$ cat src/rtl/iccm_boot_pkg.sv
// Shared types and constants for the ICCM boot loader.
// Contents: the frame parser state enum, the default frame start marker,
// field widths for COUNT and CSUM, and a helper that returns the number of
// bytes used to carry the ADDR field for a given address width.
package iccm_boot_pkg;

    typedef enum logic [2:0] {
        ST_IDLE  = 3'd0,
        ST_ADDR  = 3'd1,
        ST_COUNT = 3'd2,
        ST_DATA  = 3'd3,
        ST_CSUM  = 3'd4
    } boot_state_e;

    localparam logic [7:0] DEFAULT_SYNC = 8'hA5;
    localparam int COUNT_W = 16;
    localparam int CSUM_W  = 8;

    // Number of whole bytes needed to carry an address of width aw.
    function automatic int addr_bytes(input int aw);
        return (aw + 7) / 8;
    endfunction

endpackage

$ cat src/rtl/iccm_boot_packer.sv
// Byte-to-word packer for the ICCM boot loader.
// Bytes arrive LSB first and are dropped into the word at the current byte
// index. When the final byte of a word lands, word_done pulses for one cycle
// with the complete word on 'word'.
// Ports:
//   clock, reset  - clock and asynchronous active-high reset
//   clear         - synchronous restart of the byte index (outside DATA)
//   byte_valid    - byte_in is a data byte to be packed
//   byte_in       - data byte
//   word          - registered assembled word
//   word_done     - registered one-cycle pulse: word is complete
//   last_byte     - combinational: the byte being accepted completes a word
module iccm_boot_packer #(
    parameter int DataWidth = 32
) (
    input  logic                 clock,
    input  logic                 reset,
    input  logic                 clear,
    input  logic                 byte_valid,
    input  logic [7:0]           byte_in,
    output logic [DataWidth-1:0] word,
    output logic                 word_done,
    output logic                 last_byte
);

    localparam int NB = DataWidth / 8;
    localparam int IW = (NB > 1) ? $clog2(NB) : 1;

    logic [IW-1:0] idx_r;

    assign last_byte = byte_valid && (idx_r == IW'(NB - 1));

    // Byte index, word assembly and completion pulse.
    always_ff @(posedge clock or posedge reset) begin
        if (reset) begin
            idx_r     <= '0;
            word      <= '0;
            word_done <= 1'b0;
        end else begin
            word_done <= last_byte;
            if (clear) begin
                idx_r <= '0;
            end else if (byte_valid) begin
                word[{idx_r, 3'b000} +: 8] <= byte_in;
                idx_r <= last_byte ? '0 : idx_r + IW'(1);
            end else begin
                idx_r <= idx_r;
            end
        end
    end

endmodule

$ cat src/rtl/iccm_boot_loader.sv
// ICCM boot loader: parses framed, checksummed load/boot commands from a UART
// byte stream, streams words into the ICCM write port and holds the core in
// reset until a good boot frame (COUNT == 0) arrives.
// Frame: SYNC, ADDR (AB bytes), COUNT (2 bytes), DATA, CSUM; all LSB first.
// Ports:
//   clock, reset   - clock and asynchronous active-high reset
//   rx_dv_i        - one-cycle strobe: rx_byte_i valid
//   rx_byte_i      - received byte
//   we_o           - ICCM write strobe, one cycle per word
//   addr_o         - ICCM word address
//   wdata_o        - ICCM write data
//   core_reset_o   - high holds the core in reset
//   boot_addr_o    - word address of the last good boot frame
//   busy_o         - a frame is in progress
//   err_o          - sticky checksum/timeout error, cleared by next SYNC
module iccm_boot_loader
    import iccm_boot_pkg::*;
#(
    parameter int         AddrWidth     = 12,
    parameter int         DataWidth     = 32,
    parameter int         TimeoutCycles = 1000000,
    parameter logic [7:0] SyncByte      = DEFAULT_SYNC
) (
    input  logic                 clock,
    input  logic                 reset,
    input  logic                 rx_dv_i,
    input  logic [7:0]           rx_byte_i,
    output logic                 we_o,
    output logic [AddrWidth-1:0] addr_o,
    output logic [DataWidth-1:0] wdata_o,
    output logic                 core_reset_o,
    output logic [AddrWidth-1:0] boot_addr_o,
    output logic                 busy_o,
    output logic                 err_o
);

    localparam int AB = addr_bytes(AddrWidth);
    localparam int TW = (TimeoutCycles > 1) ? $clog2(TimeoutCycles) : 1;

    boot_state_e          state_r;
    logic [7:0]           byte_cnt_r;
    logic [AddrWidth-1:0] addr_acc_r;
    logic [AddrWidth-1:0] addr_next_s;
    logic [7:0]           count_lo_r;
    logic [COUNT_W-1:0]   count_r;
    logic [COUNT_W-1:0]   words_left_r;
    logic [COUNT_W-1:0]   count_next_s;
    logic [CSUM_W-1:0]    csum_r;
    logic [CSUM_W-1:0]    sum_s;
    logic [TW-1:0]        tmo_r;
    logic                 data_valid_s;
    logic                 pack_clear_s;
    logic                 last_byte_s;
    logic                 word_done_s;
    logic [DataWidth-1:0] word_s;

    assign sum_s        = csum_r + rx_byte_i;
    assign count_next_s = {rx_byte_i, count_lo_r};
    assign data_valid_s = rx_dv_i && (state_r == ST_DATA);
    assign pack_clear_s = (state_r != ST_DATA);

    // Overlay the incoming ADDR byte at its position; bits beyond AddrWidth
    // only contribute to the checksum and are never stored.
    always_comb begin
        addr_next_s = addr_acc_r;
        for (int i = 0; i < AddrWidth; i++) begin
            if ((i / 8) == int'(byte_cnt_r)) begin
                addr_next_s[i] = rx_byte_i[i % 8];
            end else begin
                addr_next_s[i] = addr_acc_r[i];
            end
        end
    end

    iccm_boot_packer #(
        .DataWidth (DataWidth)
    ) u_packer (
        .clock      (clock),
        .reset      (reset),
        .clear      (pack_clear_s),
        .byte_valid (data_valid_s),
        .byte_in    (rx_byte_i),
        .word       (word_s),
        .word_done  (word_done_s),
        .last_byte  (last_byte_s)
    );

    // The packer's registered word/pulse are the ICCM write port directly.
    assign we_o    = word_done_s;
    assign wdata_o = word_s;

    // Frame parser FSM with address counter, checksum and inter-byte timeout.
    always_ff @(posedge clock or posedge reset) begin
        if (reset) begin
            state_r      <= ST_IDLE;
            byte_cnt_r   <= 8'd0;
            addr_acc_r   <= '0;
            count_lo_r   <= 8'd0;
            count_r      <= '0;
            words_left_r <= '0;
            csum_r       <= '0;
            tmo_r        <= '0;
            addr_o       <= '0;
            core_reset_o <= 1'b1;
            boot_addr_o  <= '0;
            busy_o       <= 1'b0;
            err_o        <= 1'b0;
        end else begin
            // Each written word advances the address, wrapping naturally.
            if (word_done_s) begin
                addr_o <= addr_o + AddrWidth'(1);
            end else begin
                addr_o <= addr_o;
            end

            if (state_r == ST_IDLE) begin
                tmo_r <= '0;
                if (rx_dv_i && (rx_byte_i == SyncByte)) begin
                    state_r      <= ST_ADDR;
                    busy_o       <= 1'b1;
                    err_o        <= 1'b0;
                    core_reset_o <= 1'b1;
                    csum_r       <= '0;
                    byte_cnt_r   <= 8'd0;
                end else begin
                    state_r <= ST_IDLE;
                end
            end else if (rx_dv_i) begin
                // A strobe always beats a coincident timeout expiry.
                tmo_r <= '0;
                case (state_r)
                    ST_ADDR: begin
                        csum_r     <= sum_s;
                        addr_acc_r <= addr_next_s;
                        if (byte_cnt_r == 8'(AB - 1)) begin
                            byte_cnt_r <= 8'd0;
                            state_r    <= ST_COUNT;
                        end else begin
                            byte_cnt_r <= byte_cnt_r + 8'd1;
                        end
                    end
                    ST_COUNT: begin
                        csum_r <= sum_s;
                        if (byte_cnt_r == 8'd0) begin
                            count_lo_r <= rx_byte_i;
                            byte_cnt_r <= 8'd1;
                        end else begin
                            count_r      <= count_next_s;
                            words_left_r <= count_next_s;
                            addr_o       <= addr_acc_r;
                            byte_cnt_r   <= 8'd0;
                            state_r      <= (count_next_s == COUNT_W'(0)) ? ST_CSUM : ST_DATA;
                        end
                    end
                    ST_DATA: begin
                        csum_r <= sum_s;
                        if (last_byte_s) begin
                            words_left_r <= words_left_r - COUNT_W'(1);
                            if (words_left_r == COUNT_W'(1)) begin
                                state_r <= ST_CSUM;
                            end else begin
                                state_r <= ST_DATA;
                            end
                        end else begin
                            words_left_r <= words_left_r;
                        end
                    end
                    ST_CSUM: begin
                        state_r <= ST_IDLE;
                        busy_o  <= 1'b0;
                        if (sum_s == CSUM_W'(0)) begin
                            if (count_r == COUNT_W'(0)) begin
                                core_reset_o <= 1'b0;
                                boot_addr_o  <= addr_acc_r;
                            end else begin
                                core_reset_o <= core_reset_o;
                            end
                        end else begin
                            err_o <= 1'b1;
                        end
                    end
                    default: begin
                        state_r <= ST_IDLE;
                        busy_o  <= 1'b0;
                    end
                endcase
            end else if (tmo_r == TW'(TimeoutCycles - 1)) begin
                // Inter-byte silence too long: abort, flag, keep core held.
                state_r <= ST_IDLE;
                busy_o  <= 1'b0;
                err_o   <= 1'b1;
                tmo_r   <= '0;
            end else begin
                tmo_r <= tmo_r + TW'(1);
            end
        end
    end

endmodule
$ cat config.mk
export PLATFORM = sky130hd
export DESIGN_NAME = iccm_boot_loader
export DESIGN_NICKNAME = d
export VERILOG_FILES = /design/src/rtl/iccm_boot_pkg.sv /design/src/rtl/iccm_boot_packer.sv /design/src/rtl/iccm_boot_loader.sv
export SDC_FILE = /design/constraint.sdc
export NUM_CORES = 1
export LEC_CHECK = 0
export CAP_MARGIN = 10
export CELL_PAD_IN_SITES_DETAIL_PLACEMENT = 2
export CELL_PAD_IN_SITES_GLOBAL_PLACEMENT = 2
export CORE_MARGIN = 5
export CORE_UTILIZATION = 41
export DETAILED_ROUTE_END_ITERATION = 8
export DONT_BUFFER_PORTS = 1
export GPL_TIMING_DRIVEN = 0
export PLACE_DENSITY_LB_ADDON = 0.1
export SETUP_SLACK_MARGIN = 0.05
export SYNTH_ARGS = -nofsm -noshare
export SYNTH_HDL_FRONTEND = slang
export SYNTH_SLANG_ARGS = --single-unit
$ cat constraint.sdc
create_clock -name clock -period 5.8 [get_ports clock]
set_input_delay 1.16 -clock clock [delete_from_list [all_inputs] [get_ports clock]]
set_output_delay 1.16 -clock clock [all_outputs]
set_load 0.1 [all_outputs]
== Word-level counts from Yosys, hierarchy flattened ==
Index checks and enable logic that the tools add are counted.

* Memories: 0
* Output and inout bits: 60
* Latch bits: 0
* Input port bits: 11
* Register bits: 153
* Word-level logic and storage cells: 131
* Bits in writable memories: 0
* ROM bits: 0

* Div/mod/pow operators: 0
* Bitwise logic cells: 3
* Reductions and logical operators: 32
* Magnitude comparators: 0
* Muxes and demuxes: 50
* Equality and inequality tests: 20
* Multipliers: 0
* Shift-type cells: 2
* Add/subtract/negate cells: 7

{| class="wikitable"
|+ Operator list
! cell !! number
|-
| two-way mux 12 bit || 5
|-
| two-way mux 20 bit || 3
|-
| two-way mux 8 bit || 7
|-
| bitwise mux 32 bit || 1
|-
| zero test 16 bit || 2
|-
| two-way mux 16 bit || 2
|-
| case mux 16 bit (2 select lines) || 1
|-
| variable shift 8 x 7 -> 32 bit (first input constant) || 1
|-
| indexed part select 8 x 7 -> 32 bit || 1
|-
| zero test 8 bit || 3
|-
| two-way mux 3 bit || 8
|-
| AND reduction 4 bit || 6
|-
| adder 20 x 1 -> 20 bit (second input constant) || 1
|-
| == test 20 bit (second input constant) || 1
|-
| two-way mux 1 bit || 18
|-
| == test 16 x 1 -> 1 bit (second input constant) || 1
|-
| case mux 8 bit (2 select lines) || 1
|-
| subtractor 16 x 1 -> 16 bit (second input constant) || 1
|-
| AND reduction 5 bit || 3
|-
| nonzero test 2 bit || 7
|-
| adder 12 x 1 -> 12 bit (second input constant) || 1
|-
| case mux 3 bit (3 select lines) || 1
|-
| AND reduction 3 bit || 3
|-
| adder 8 x 1 -> 8 bit (second input constant) || 1
|-
| 24 further kinds || 35
|}

== Longest topological paths before layout ==
Gate-level depths: netlist of run 1.

* Depth in word-level cells: 7
* Gate-level depth with buffers: 10
* Depth with buffers taken out: 8

== Modules after synthesis ==
Synthesis of run 1 repeated with hierarchy kept, for this count alone.

* Cell total of the unflattened synthesis: 716
* Area, all modules: 7662.3 um^2

{| class="wikitable"
|+ Modules (own cells, without submodules)
! module !! instances !! cells an instance !! seq. area each (um^2) !! area an instance (um^2)
|-
| iccm_boot_loader || 1 || 576 || 2954.1 || 5915.7
|-
| iccm_boot_packer || 1 || 140 || 875.8 || 1746.7
|}

== Worst setup path after synthesis of run 1 ==
No wires, ideal clock.

* Path kind: input port to flip-flop
* Start point: in rx_byte_i[0]
* End point: reg boot_addr_o[0]
* Stages: 10
* Data required time: 5.675 ns
* Buffers on the path: 2
* Library setup time: 0.125 ns
* Arrival time: 3.496 ns
* Slack: 2.178 ns
* Cells stage by stage: ha_1 > fa_1 > a211oi_2 > o21ba_2 > o21ai_0 > and4bb_1 > or4b_1 > buf_2 > buf_6 > mux2_4

* Word-level cells in the longest chain between the ends: 3

{| class="wikitable"
|+ RTL lines
! element !! line !! RTL
|-
| start: declaration || iccm_boot_loader.sv:27 || <nowiki>input logic [7:0] rx_byte_i,</nowiki>
|-
| adder 8 bit || iccm_boot_loader.sv:57 || <nowiki>assign sum_s = csum_r + rx_byte_i;</nowiki>
|-
| zero test 8 bit || iccm_boot_loader.sv:171 || <nowiki>if (sum_s == CSUM_W'(0)) begin</nowiki>
|-
| AND reduction 5 bit (no line) || - ||
|-
| end signal: assignment || iccm_boot_loader.sv:174 || <nowiki>boot_addr_o <= addr_acc_r;</nowiki>
|-
| end: declaration || iccm_boot_loader.sv:32 || <nowiki>output logic [AddrWidth-1:0] boot_addr_o,</nowiki>
|}

Every way passes these cells.
A chain may end at the register's enable or synchronous reset.

== Worst setup path after layout of run 1 ==
* Start point: in rx_byte_i[0]
* End point: reg boot_addr_o[4]

Same word-level chain as after synthesis.

==> summary.txt, run 1 <==
Worst setup path
  – R2R depth: 10
  – Req. time, crit path: 6.11 ns
  – Max FO, Critical Path: 10
  – Reg2Reg Setup Slack: 2.51 ns
  – CP endpoint kind: flop
  – R2R Path End: boot_addr_o[4]
  – CP Class: in2reg
  – Max incr delay on CP: 0.53 ns
  – Arrival time worst endpoint: 3.94 ns
  – Worst flop-to-flop path startpoint: csum_r[0]
  – Worst setup startpoint: rx_byte_i[0]
  – Slowest CP cell: or4b_1
  – CP cell instances: ha_1, fa_1, xor2_1, nor4_1, o21ai_0, and4bb_1, or4b_1, buf_2, buf_6, mux2_4
  – Critical path launch point type: input port

Floorplan
  – Die Height: around 140 um
  – Number of core rows: 49
  – Starting density of the core: roughly two fifths
  – Die Area: 20800 um2
  – Die Wd: 144.2 um
  – # IOs: between 70 and 80
  – Core ar.: ~18000 um2

Power
  – Overall Power: 2.534 mW
  – Net Sw Frac: roughly 30%
  – VDD IR max: 0.2233 mV
  – Sequential share of power: 48.9%
  – P_sw: 743.6 uW
  – Power per cell area: about 310 nW/um2
  – P_int: 1.790 mW
  – Leak pwr: 3.649 nW
  – Clock network fraction of total power: 43.0%
  – Logic pwr share: 8.2%

Global routing
  – Met2 usage: 40.72%
  – Antenna violations before repair: 0
  – GR Util All Layers: between 20% and 30%
  – Largest net degree at the start of global routing: 79
  – Gr busiest metal: met2
  – Vias in the first global route: 6625
  – First-pass GRT wire length: 37020 um
  – Total gr overflow: 0
  – Global routing usage on met3: 4.067%
  – Met1 Usage GRT: 28.88%

Drt
  – Via density: 5.771
  – Antenna-violating nets left: 0
  – DR pass1 iterations: 4
  – DRC: 0
  – Detailed Route WL: 23230 um
  – Routed len/inst: 23.04 um
  – Starting DRC count in detailed routing: 296
  – Via count: 5817

Yosys
  – Mapped Area: between 7000 and 8000 um2
  – Most instantiated cells after synthesis: dfrtp_1, nand2_1, o21ai_0, nor2_1, mux2_2
  – Post-Syn Area per Cell: about 9.9 um2
  – Yosys reg bits: 153
  – Post-synthesis async set-or-reset flop share: 100.0%
  – Sequential area share after synthesis: 51.86%
  – Synthesis Warnings: 0
  – Share of the synthesized area in the top cell type: around half
  – Post-synth EDFFs: 0
  – Cell taking the most area after synthesis: dfrtp_1
  – Predominant post-synthesis flop cell: dfrtp_1
  – Synth cell types: 61
  – Count leader, synth: dfrtp_1
  – Net Count, Synth: 777
  – Synthesized netlist cell count: 746
  – Area contributors post-synth: dfrtp_1, nand2_1, mux2_2

CTS
  – Root buf cell: clkbuf_16
  – Worst skew pair latency: 0.43 ns
  – CTS max path bufs: 2
  – Post-CTS setup buffer count: 0
  – H-tree depth: 4
  – CTS Buf Count: 17
  – Cts repair resizes: 0
  – CTS tree: yes
  – # hold bufs at CTS: 0
  – Worst-path clk slew: 0.06 ns
  – Clock sink total: between 150 and 200

Timing
  – Final Hold Vio Count: 0
  – Fin crit period: 3.628 ns
  – Pins Over Slew Limit: 0
  – WHS: around 0.50 ns
  – Clk_skew: approximately 0.0080 ns
  – # setup viols final: 0
  – Slew Limit Headroom: 28.19%
  – Slew @ Worst Pin: 1.077 ns
  – Tcrit/Tclk final: a little over three fifths
  – Fmax: 275.6 MHz
  – RSZ-0062 raised after global routing: false
  – Fin Setup TNS: 0 ns

Placement
  – Gpl congestion: 0.8042
  – PortBufs: 0
  – HPWL Detailed: between 15000 and 20000 um

Min path
  – Origin of the worst min-delay path: byte_cnt_r[7]
  – Worst Hold End: byte_cnt_r[7]
  – Worst hold path type: reg2reg
  – Hold path depth: 1

Layout
  – Utilization after layout: 46.34%
  – P&R area growth vs syn: 11.95%
  – Fin nets: between 700 and 800
  – Share of post-route cells with drive strength above 1: about an eighth
  – Ant diodes: 0

Run status
  – Status: finished clean

Job
  – Max cap viols: 0
-- per-layer routing --
metal | part of all wire (%) | vias up
met5 | 0 | -
met4 | 2.0 | 0
met3 | 3.6 | 28
met2 | 52 | 95
met1 | 42 | 3049
li1 | - | 2645
-- critical path, delay by kind of cell --
family / cells / cell delay, ns
AOI/OAI and AO/OA: 1 / 0.15
buffers and inverters: 2 / 0.36
and+or+nand+nor: 3 / 1.10
muxes: 1 / 0.31
xor gates and xnor gates: 1 / 0.20
adders and majority gates: 2 / 0.65
-- worst max-delay path by stage --
stage                      to  slack [ns]
4_1_cts        boot_addr_o[8]        2.20
3_3_place_gp   boot_addr_o[1]       -1.25
6_report       boot_addr_o[4]        2.17
5_1_grt        boot_addr_o[3]        2.05
3_5_place_dp   boot_addr_o[0]        1.75
2_1_floorplan   addr_acc_r[0]        0.52
-- cell type report --
cell class	instances	area, um2
fill	1907	9574
sequential	153	3830
multi-input combinational	548	3372
clock buffer	20	446.7
tap	229	286.5
buffer	32	133.9
clock inverter	12	116.4
inverter	13	53.80
timing repair buffer	1	27.53
-- through the flow --
| stage | area, um2 | setup WS [ns] | cells |
|---|---|---|---|
| floorplan | 7385 | 0.5202 | 746 |
| global placement | 7671 | -1.254 | 975 |
| detailed placement | 7704 | 1.749 | 976 |
| CTS | 8267 | 2.198 | 1008 |
| global route | 8267 | 2.052 | 1008 |
| finish | 8267 | 2.172 | 1008 |
-- power groups by stage --
stage                     combinational [mW]  sequential (mW)  clock [mW]
after floorplan                        0.152             1.24           0
after global placement                 0.192             1.25           0
after detailed placement               0.207             1.26           0
after CTS                              0.211             1.24        1.11
after global routing                   0.234             1.24        1.15
final                                  0.207             1.24        1.09
-- cell families (layout without fill, tap and decap cells) --
kind of cell | after synthesis | count (layout) | share of synthesized area, %
AOI/OAI and AO/OA | 147 | 147 | 11.64
adders and majority gates | 20 | 20 | 3.490
and+or+nand+nor | 298 | 298 | 18.64
muxes | 48 | 48 | 7.743
xor gates and xnor gates | 35 | 35 | 4.151
DFF | 153 | 153 | 51.86
buffers and inverters | 45 | 78 | 2.474
-- flip-flops by register name, indices dropped and copies added, names as in the netlist --
name and flops:
addr_acc_r 12, addr_o 12, boot_addr_o 12, busy_o 1, byte_cnt_r 8, core_reset_o 1, count_lo_r 8, count_r 16
csum_r 8, err_o 1, state_r 3, tmo_r 20, u_packer.idx_r 2, u_packer.word 32, u_packer.word_done 1, words_left_r 16
-- layout by cell type (no fill, tap or decap), types with 11 or more instances in the layout --
cell and n:
dfrtp_1 152, nand2_1 127, o21ai_0 83, nor2_1 66, mux2_2 37, nand3_1 28
clkbuf_1 27, a21oi_1 26, xnor2_1 20, ha_1 19, clkbuf_16 17, xor2_1 15
nor3_1 14, nor4_1 11
No activity file was read; power rests on OpenSTA's default activity.
==> run 2, diff against run 1 <==
==> constraint.sdc (replaced) <==
create_clock -name clock -period 3.8 [get_ports clock]
set_input_delay 0.76 -clock clock [delete_from_list [all_inputs] [get_ports clock]]
set_output_delay 0.76 -clock clock [all_outputs]
set_load 0.1 [all_outputs]
==> summary.txt, run 2 (synthesis results as in run 1) <==
Timing
  – Final Hold Vio Count: 0 (unchanged)
  – WHS: 0.2534 ns (-0.2433 ns)
  – Tcrit/Tclk final: 84.61%
  – Pins Over Slew Limit: 0 (unchanged)
  – Fmax: between 300 and 400 MHz
  – Fin Setup TNS: 0 ns (unchanged)
  – Fin crit period: 3.215 ns
  – Clk_skew: 0.009985 ns (+0.001992 ns)
  – Slew Limit Headroom: 28.39% (+0.20 points)
  – RSZ-0062 raised after global routing: false
  – Slew @ Worst Pin: 1.074 ns (-0.002939 ns)
  – # setup viols final: 0 (unchanged)

Worst setup path
  – CP Class: reg2reg
  – R2R depth: 10 (unchanged)
  – Buf/Inv on CP: 2 (unchanged)
  – CP cell instances: ha_1, fa_1, a211oi_2, o21ba_2, o21ai_0, and4bb_1, or4b_1, buf_2, buf_6, mux2_4
  – Critical path's top delay family: simple AND/OR/NAND/NOR gates
  – Arrival time worst endpoint: 3.52 ns (-0.42 ns)
  – Max FO, Critical Path: 10 (unchanged)
  – Slowest CP cell: or4b_1
  – Req. time, crit path: 4.11 ns (-2.00 ns)
  – CP endpoint kind: flop
  – Critical path launch point type: flop
  – Max incr delay on CP: 0.46 ns (-0.07 ns)
  – Critical path depth: 10 (unchanged)

Layout
  – FILL cells: 1901 (-0.31%)
  – Cell area after layout: 8319 um2 (+0.64%)
  – Utilization after layout: 46.63% (+0.29 points)
  – Max reg flops: 32 (unchanged)
  – Fin nets: 800 (+0.38%)
  – Finished Layout Cells: 1011 (+0.30%)
  – Ant diodes: 0 (unchanged)
  – Share of post-route cells with drive strength above 1: 12.92% (+0.59 points)
  – Register bank with the most flops: u_packer.word
  – Most frequent cells in the layout: dfrtp_1, nand2_1, o21ai_0, nor2_1, mux2_2
  – Largest registers: u_packer.word x32, tmo_r x20
  – Commonest non-fill, non-tap cell in the layout: dfrtp_1
  – P&R area growth vs syn: 12.66%

Drt
  – Antenna-violating nets left: 0 (unchanged)
  – Starting DRC count in detailed routing: 293 (-1.0%)
  – Detailed Route WL: 23160 um (-0.27%)
  – DR pass1 iterations: 4 (unchanged)
  – DRC: 0 (unchanged)
  – Routed len/inst: 22.91 um (-0.56%)
  – Via count: 5828 (+0.19%)
  – Via density: 5.765 (-0.11%)

Global routing
  – GR Util All Layers: 23.07% (-0.060 points)
  – Total gr overflow: 0 (unchanged)
  – Largest net degree at the start of global routing: 42 (-47%)
  – Antenna violations before repair: 0 (unchanged)
  – First-pass GRT wire length: 36980 um (-0.11%)
  – Vias in the first global route: 6550 (-1.1%)

Floorplan
  – Die Area: 20800 um2 (unchanged)
  – Core ar.: 17840 um2 (unchanged)
  – Die Height: 144.2 um (unchanged)
  – # IOs: 71 (unchanged)
  – Die Wd: 144.2 um (unchanged)
  – Number of core rows: 49 (unchanged)
  – Starting density of the core: 41.39% (unchanged)

CTS
  – CTS Buf Count: 17 (unchanged)
  – Cts repair resizes: 0 (unchanged)
  – Worst-path clk slew: 0.07 ns (about the same)
  – Root buf cell: clkbuf_16
  – Clock sink total: 153 (unchanged)
  – CTS max path bufs: 2 (unchanged)
  – CTS tree: yes
  – Post-CTS setup buffer count: 0 (unchanged)
  – H-tree depth: 4 (unchanged)
  – Worst skew pair latency: 0.43 ns (about the same)
  – # hold bufs at CTS: 0 (unchanged)

Power
  – Logic pwr share: 8.5% (+0.3 points)
  – P_sw: 1.156 mW (+55%)
  – Leak pwr: 3.675 nW (+0.71%)
  – Power per cell area: 463.4 nW/um2 (+51%)
  – P_int: 2.699 mW (+51%)
  – Sequential share of power: 49.0% (about the same)
  – Net Sw Frac: 29.99% (+0.64 points)
  – Clock network fraction of total power: 42.4% (-0.6 points)
  – VDD IR max: 0.3195 mV (+43%)

Min path
  – Worst hold path type: in2async

Placement
  – Gpl congestion: 0.8121 (+0.98%)
  – HPWL Detailed: 16130 um (+0.25%)
  – PortBufs: 0 (unchanged)
  – Placed insts: 979 (+0.31%)
  – DP Area: 7755 um2 (+0.67%)

Job
  – Max cap viols: 0 (unchanged)

Run status
  – Status: finished clean
## run 2: cell count changes in the layout (fill, tap and decap cells not counted), sizes merged
cell	change
bufinv	-1
clkinv	+1
buf	+3
clkbuf	-1
inv	+1
## run 2: final timing paths
path                       slack [ns]           endpoint    startpoint
setup / recovery                 0.58     boot_addr_o[1]     csum_r[0]
hold / removal                   0.25    words_left_r[4]         reset
setup reg to reg                 0.58     boot_addr_o[1]     csum_r[0]
hold reg to reg                  0.51           tmo_r[0]      tmo_r[0]
max in group asynchronous        2.69  u_packer.word[22]         reset
min in group clock               0.48   words_left_r[12]  rx_byte_i[4]
## run 2: power by group through the flow
stage	clock (mW)	combinational, mW	sequential, mW
6_report	1.64	0.328	1.89
5_1_grt	1.75	0.368	1.90
4_1_cts	1.67	0.333	1.89
3_5_place_dp	0	0.328	1.92
3_3_place_gp	0	0.292	1.91
2_1_floorplan	0	0.232	1.90
## run 2: layer usage
layer | up-vias | wire length [um] | share of wire [%] | track usage [%]
met3 | 30 | 1008 | 4.4 | 4.299
met5 | - | 0 | 0 | 0
met4 | 0 | 461 | 2.0 | 7.413
met1 | 3022 | 9743 | 42 | 28.04
li1 | 2668 | - | - | -
met2 | 108 | 11950 | 52 | 41.38
## run 2: layout make-up
cell class	instances	area (um2)	share of cell area [%]
plain buffers	32	133.9	1.609
clock buffers	19	452.9	5.444
clock inverters	13	111.4	1.339
inverters	13	52.55	0.6317
multi-input cells	548	3372	40.53
flip-flops and latches	153	3830	46.04
well taps	229	286.5	3.444
repair buffers	4	80.08	0.9626
## run 2: per-stage QoR
stage / setup WS [ns] / total power, mW
after global placement: 0.2497 / 2.206
final: 0.5848 / 3.855
after CTS: 0.5827 / 3.894
after detailed placement: 0.2236 / 2.248
after global routing: 0.4964 / 4.013
after floorplan: 0.5783 / 2.129
